--- src/rtl/memory_unit_pkg.sv ---
// memory_unit_pkg
//   Shared definitions for the memory_unit slice: default geometry and the
//   two-state controller encoding (LOAD = 0, RUN = 1).
package memory_unit_pkg;

  localparam int ADDR_W_DEFAULT = 5;   // 32 words
  localparam int DATA_W_DEFAULT = 16;  // must be even: a word is two preload halves

  typedef enum logic {
    LOAD = 1'b0,  // byte-wise preload in progress, processor locked out
    RUN  = 1'b1   // serving processor accesses
  } state_t;

endpackage : memory_unit_pkg

--- src/rtl/memory_unit_mem_array.sv ---
// memory_unit_mem_array
//   Word storage with one synchronous write port and one registered read
//   port. When the write and read addresses match on an enabled read, the
//   read register takes the write data (write-first).
//   Ports:
//     clk    : clock, rising edge
//     rst    : async active-high reset, clears only the read register
//     we     : write enable
//     waddr  : write address
//     wdata  : write data
//     rd_en  : read register update enable (holds its value when low)
//     raddr  : read address
//     rdata  : registered read data
module memory_unit_mem_array #(
  parameter int ADDR_W = 5,
  parameter int DATA_W = 16
) (
  input  logic              clk,
  input  logic              rst,
  input  logic              we,
  input  logic [ADDR_W-1:0] waddr,
  input  logic [DATA_W-1:0] wdata,
  input  logic              rd_en,
  input  logic [ADDR_W-1:0] raddr,
  output logic [DATA_W-1:0] rdata
);

  localparam int DEPTH = 2 ** ADDR_W;

  // Storage is intentionally left without reset so contents survive rst.
  logic [DATA_W-1:0] mem [DEPTH];
  logic [DATA_W-1:0] rdata_reg;

  always_ff @(posedge clk) begin
    if (we) begin
      mem[waddr] <= wdata;
    end
  end

  always_ff @(posedge clk or posedge rst) begin
    if (rst) begin
      rdata_reg <= '0;
    end else if (rd_en) begin
      // Bypass so the output reflects the word as it stands after this edge.
      if (we && (waddr == raddr)) begin
        rdata_reg <= wdata;
      end else begin
        rdata_reg <= mem[raddr];
      end
    end
  end

  assign rdata = rdata_reg;

endmodule : memory_unit_mem_array

--- src/rtl/memory_unit.sv ---
// memory_unit
//   Word memory that is first filled by a byte-serial preload stream (word 0
//   first, low byte then high byte), then serves single-cycle processor
//   reads/writes. A preload may be cut short with skip_load.
//   Ports:
//     clk        : clock, rising edge
//     rst        : async active-high reset -> LOAD, preload restarts at word 0
//     address    : processor word address
//     data_in    : processor write data
//     readwriteN : 1 = write, 0 = read (RUN only)
//     data_out   : registered read data, 1-cycle latency, write-first
//     load_valid : preload byte valid
//     load_byte  : preload byte
//     load_ready : preload byte accepted when load_valid && load_ready
//     skip_load  : abandon preload and go to RUN
//     busy       : high while not in RUN
module memory_unit
  import memory_unit_pkg::*;
#(
  parameter int ADDR_W = ADDR_W_DEFAULT,
  parameter int DATA_W = DATA_W_DEFAULT
) (
  input  logic              clk,
  input  logic              rst,
  input  logic [ADDR_W-1:0] address,
  input  logic [DATA_W-1:0] data_in,
  input  logic              readwriteN,
  output logic [DATA_W-1:0] data_out,
  input  logic              load_valid,
  input  logic [7:0]        load_byte,
  output logic              load_ready,
  input  logic              skip_load,
  output logic              busy
);

  localparam int HALF_W = DATA_W / 2;
  localparam logic [ADDR_W-1:0] LAST_ADDR = {ADDR_W{1'b1}};

  state_t            state_reg, state_next;
  logic [ADDR_W-1:0] load_addr_reg, load_addr_next;
  logic              phase_reg, phase_next;   // 0 = expecting low byte
  logic [7:0]        byte_reg, byte_next;     // holds the low byte of a word
  logic              load_we;
  logic              run;

  logic              mem_we;
  logic [ADDR_W-1:0] mem_waddr;
  logic [DATA_W-1:0] mem_wdata;
  logic [DATA_W-1:0] load_word;

  always_ff @(posedge clk or posedge rst) begin
    if (rst) begin
      state_reg     <= LOAD;
      load_addr_reg <= '0;
      phase_reg     <= 1'b0;
      byte_reg      <= '0;
    end else begin
      state_reg     <= state_next;
      load_addr_reg <= load_addr_next;
      phase_reg     <= phase_next;
      byte_reg      <= byte_next;
    end
  end

  always_comb begin
    state_next     = state_reg;
    load_addr_next = load_addr_reg;
    phase_next     = phase_reg;
    byte_next      = byte_reg;
    load_we        = 1'b0;
    load_ready     = 1'b0;
    busy           = 1'b0;
    case (state_reg)
      LOAD: begin
        load_ready = 1'b1;
        busy       = 1'b1;
        if (load_valid) begin
          if (phase_reg) begin
            // High byte completes the word; the counter wraps naturally.
            load_we        = 1'b1;
            load_addr_next = load_addr_reg + ADDR_W'(1);
            phase_next     = 1'b0;
            if (load_addr_reg == LAST_ADDR) begin
              state_next = RUN;
            end
          end else begin
            byte_next  = load_byte;
            phase_next = 1'b1;
          end
        end
        // A completing word on this edge is still written (load_we above);
        // a pending low byte is simply dropped.
        if (skip_load) begin
          state_next = RUN;
          phase_next = 1'b0;
        end
      end
      RUN: begin
        busy = 1'b0;
      end
      default: begin
        state_next = LOAD;
      end
    endcase
  end

  assign run       = (state_reg == RUN);
  assign load_word = {HALF_W'(load_byte), HALF_W'(byte_reg)};

  // Single write port shared between preload and processor.
  assign mem_we    = run ? readwriteN : load_we;
  assign mem_waddr = run ? address    : load_addr_reg;
  assign mem_wdata = run ? data_in    : load_word;

  memory_unit_mem_array #(
    .ADDR_W (ADDR_W),
    .DATA_W (DATA_W)
  ) u_mem (
    .clk   (clk),
    .rst   (rst),
    .we    (mem_we),
    .waddr (mem_waddr),
    .wdata (mem_wdata),
    .rd_en (run),
    .raddr (address),
    .rdata (data_out)
  );

endmodule : memory_unit

--- config.mk ---
export PLATFORM = sky130hd
export DESIGN_NAME = memory_unit
export DESIGN_NICKNAME = d
export VERILOG_FILES = /design/src/rtl/memory_unit_pkg.sv /design/src/rtl/memory_unit_mem_array.sv /design/src/rtl/memory_unit.sv
export SDC_FILE = /design/constraint.sdc
export NUM_CORES = 1
export LEC_CHECK = 0
export BUFFER_PORTS_ARGS = -buffer_cell sky130_fd_sc_hd__buf_2
export CORE_MARGIN = 10
export CORE_UTILIZATION = 60
export DETAILED_ROUTE_END_ITERATION = 10
export PLACE_DENSITY = 0.79
export REMOVE_ABC_BUFFERS = 1
export SLEW_MARGIN = 10
export SYNTH_ARGS = -nofsm -noshare
export SYNTH_HDL_FRONTEND = slang
export SYNTH_SLANG_ARGS = --single-unit
--- constraint.sdc ---
create_clock -name clk -period 7 [get_ports clk]
set_input_delay 0.35 -clock clk [delete_from_list [all_inputs] [get_ports clk]]
set_output_delay 0.35 -clock clk [all_outputs]
set_load 0.01 [all_outputs]
==> impl_metrics.csv <==
group,metric,value,unit
outcome,status,"complete, no violations",
power_and_ir_drop,leakagePower,0.007883,uW
yosys,synth-compound-area-share,5.037,%
place,dpl.hpwl,29760,um
critical_path,path_cells,"buf_4, and2_1, a22o_1, nand2_1, nor2_1, buf_4",
clock_network,cts.htree.levels,2,
global_routing,grt_pass1_vias,11430,
clock_network,cts_setup_buffers,0,
yosys,postSynthAreaPerCell,19.83,sq um
floorplan,io_pins,52,
critical_path,path_max_fanout,46,
timing,worst_slack,3.748,ns
yosys,muxShareOfSynthArea,14.61,%
detailed_routing,vias,11220,
detailed_routing,drc,0,
yosys,yosysWarnings,0,
cells_and_area,layout_commonest_cell,"edfxtp_1",
power_and_ir_drop,irDropWorstVdd,215.6,uV
place,placed_cells,1573,
floorplan,start_util,60.56,%
place,place_ws,3.859,ns
yosys,synth_top_family_by_area,"multiplexers",
critical_path,worst_ep_required_time,7.26,ns
critical_path,crit_type,"flip-flop to flip-flop",
power_and_ir_drop,power_density,274.6,nW/um^2
yosys,yosys-top-cells-area,"edfxtp_1 (72%), mux4_2 (10%), dfrtp_1 (3.6%), mux2i_1 (2.9%), mux2_2 (1.4%)",
global_routing,grt.overflow.total,0,
detailed_routing,ant_nets,0,
detailed_routing,wl_per_cell,30.21,um
timing,hold_ws,0.03078,ns
cells_and_area,nNetsFinal,1201,
cells_and_area,drive_gt1_share,24.81,%
yosys,ys_ff_latch,543,
clock_network,clock_latency,0.57,ns
global_routing,antenna_found_initial,0,
timing,finalHoldViolations,0,
critical_path,cp-start-kind,"flip-flop",
detailed_routing,drt-total-wl,50220,um
yosys,synth_top_area_share,71.73,%
floorplan,die_w,209.0,um
clock_network,clock_sinks,543,
place,routabilityCongestion,0.9289,
timing,slew_viol_final,0,
detailed_routing,via_per_inst,6.753,
critical_path,crit_path_max_incr_delay,0.69,ns
clock_network,cts_buffers,50,
critical_path,critPathArrivalTime,3.51,ns
yosys,synth_top_cell_by_area,"edfxtp_1",
cells_and_area,stdcell_count,1662,
yosys,yosysSeqAreaShare,75.34,%
timing,worstMarginPinSlew,1.077,ns
yosys,synthAdderAreaFrac,0.1167,%
cells_and_area,final_cell_mix,"edfxtp_1 (512), mux4_2 (98), mux2i_1 (62), clkbuf_16 (51), nor2_1 (49)",
cells_and_area,largest_register_ffs,512,
clock_network,clk_pin_slew,0.07,ns
timing,rsz0062_at_grt,"no",
cells_and_area,area_growth,10.94,%
place,port_buffers,51,
yosys,synth-simple-area-share,3.000,%
run,drv_cap,0,
floorplan,die_h,209.0,um
timing,final-setup-viol-count,0,
global_routing,grtUsageTotal,23.05,%
worst_hold_path,hp-class,"input port to flip-flop",
clock_network,clockRootBuffer,"clkbuf_16",
cells_and_area,diodes,0,
critical_path,critPathSlowestCell,"and2_1",
timing,fin_tns_setup,0,ns
timing,relSlewSlack,27.91,%
global_routing,grt_pass1_wl,75330,um
yosys,syn_area,21440,sq um
timing,skew,0.01744,ns
critical_path,endpoint_kind,"flip-flop",
timing,fin_crit,3.252,ns
detailed_routing,dr.pass1.iters,6,
global_routing,grt_max_degree,58,
floorplan,num_rows,69,
timing,period_share,46.46,%
critical_path,crit_path_frequent_cell,"buf_4",
clock_network,cts_tree,"built",
clock_network,cts_buffer_depth,3,
floorplan,core-area,35400,sq um
detailed_routing,drt_first_iter_violations,1765,
yosys,synth_cell_types,40,
yosys,synth_xor_area_share,0.1226,%
yosys,syn_inst,1081,
floorplan,die_area,43690,sq um
timing,max_freq,307.5,MHz
## critical path: cells and delay by family (launching register included)
| kind | cells | cell delay [ns] |
|---|---|---|
| AO/OA/AOI/OAI | 1 | 0.29 |
| buffers and inverters | 2 | 0.75 |
| flip-flops | 1 | 0.32 |
| AND/OR/NAND/NOR | 3 | 1.58 |
## repair_timing
action                    in CTS  in global routing
resized for setup              0                  0
hold endpoints to repair      31                  0
hold buffers                   1                  0
## report_power, final
| group | switching [uW] | total (uW) | internal, uW |
|---|---|---|---|
| combinational | 224 | 351 | 127 |
| clock | 1120 | 2570 | 1450 |
| sequential | 20.8 | 3610 | 3590 |
| total | 1360 | 6530 | 5170 |
## through the flow
stage          utilization (%)  power [uW]  instance area (sq um)
6_report                 67.19        6530                  23780
5_1_grt                  67.19        6713                  23780
4_1_cts                  67.19        6557                  23780
3_5_place_dp             62.83        4026                  22240
3_3_place_gp             62.76        4017                  22220
2_1_floorplan                -        3858                  21080
## metal layers
metal	part of all wire [%]	track usage, %
met4	2.8	6.872
met5	0	0
met2	49	36.61
met1	38	32.26
met3	11	4.235
## kinds of logic (layout without fill, tap and decap cells)
| family | count (synthesis) | count (layout) |
|---|---|---|
| AO/OA/AOI/OAI | 151 | 151 |
| XOR/XNOR | 3 | 3 |
| adder cells (fa/ha/maj) | 2 | 2 |
| buffers and inverters | 67 | 187 |
| flip-flops | 543 | 543 |
| multiplexers | 187 | 187 |
| AND/OR/NAND/NOR | 128 | 128 |
## synthesized netlist by cell type (all sizes together)
library cell,count
a211oi,15
a21oi,30
a221o,1
a22o,2
a22oi,30
a311o,1
and2,3
and3,17
and3b,1
buf,45
clkbuf,16
dfrtp,31
edfxtp,512
ha,2
inv,6
mux2,27
mux2i,62
mux4,98
nand2,18
nand2b,7
nand3,1
nand3b,2
nand4,1
nor2,50
nor2b,20
nor3b,3
o21a,15
o21ai,19
o221ai,1
o22ai,21
o31ai,1
o41ai,15
or2,5
xnor2,3
## final cells by class
cell class	count	area, sq um
Sequential cell	543	16150
Fill cell	2199	11610
Multi-Input combinational cell	471	4908
Clock buffer	67	1376
Timing Repair Buffer	93	591.8
Tap cell	461	576.8
Clock inverter	21	155.1
Inverter	6	22.52
## final timing paths
| path | to | cells after the start | start | slack [ns] |
|---|---|---|---|---|
| min in group asynchronous | byte_reg[1] | 4 | rst | 0.46 |
| hold reg to reg | byte_reg[5] | 1 | byte_reg[5] | 0.51 |
| hold / removal | byte_reg[6] | 2 | load_byte[6] | 0.03 |
| setup / recovery | u_mem.mem[12][5] | 6 | run | 3.75 |
| max in group asynchronous | load_addr_reg[0] | 4 | rst | 6.19 |
| setup reg to reg | u_mem.mem[12][5] | 6 | run | 3.75 |
No activity file was read; power rests on OpenSTA's default activity.
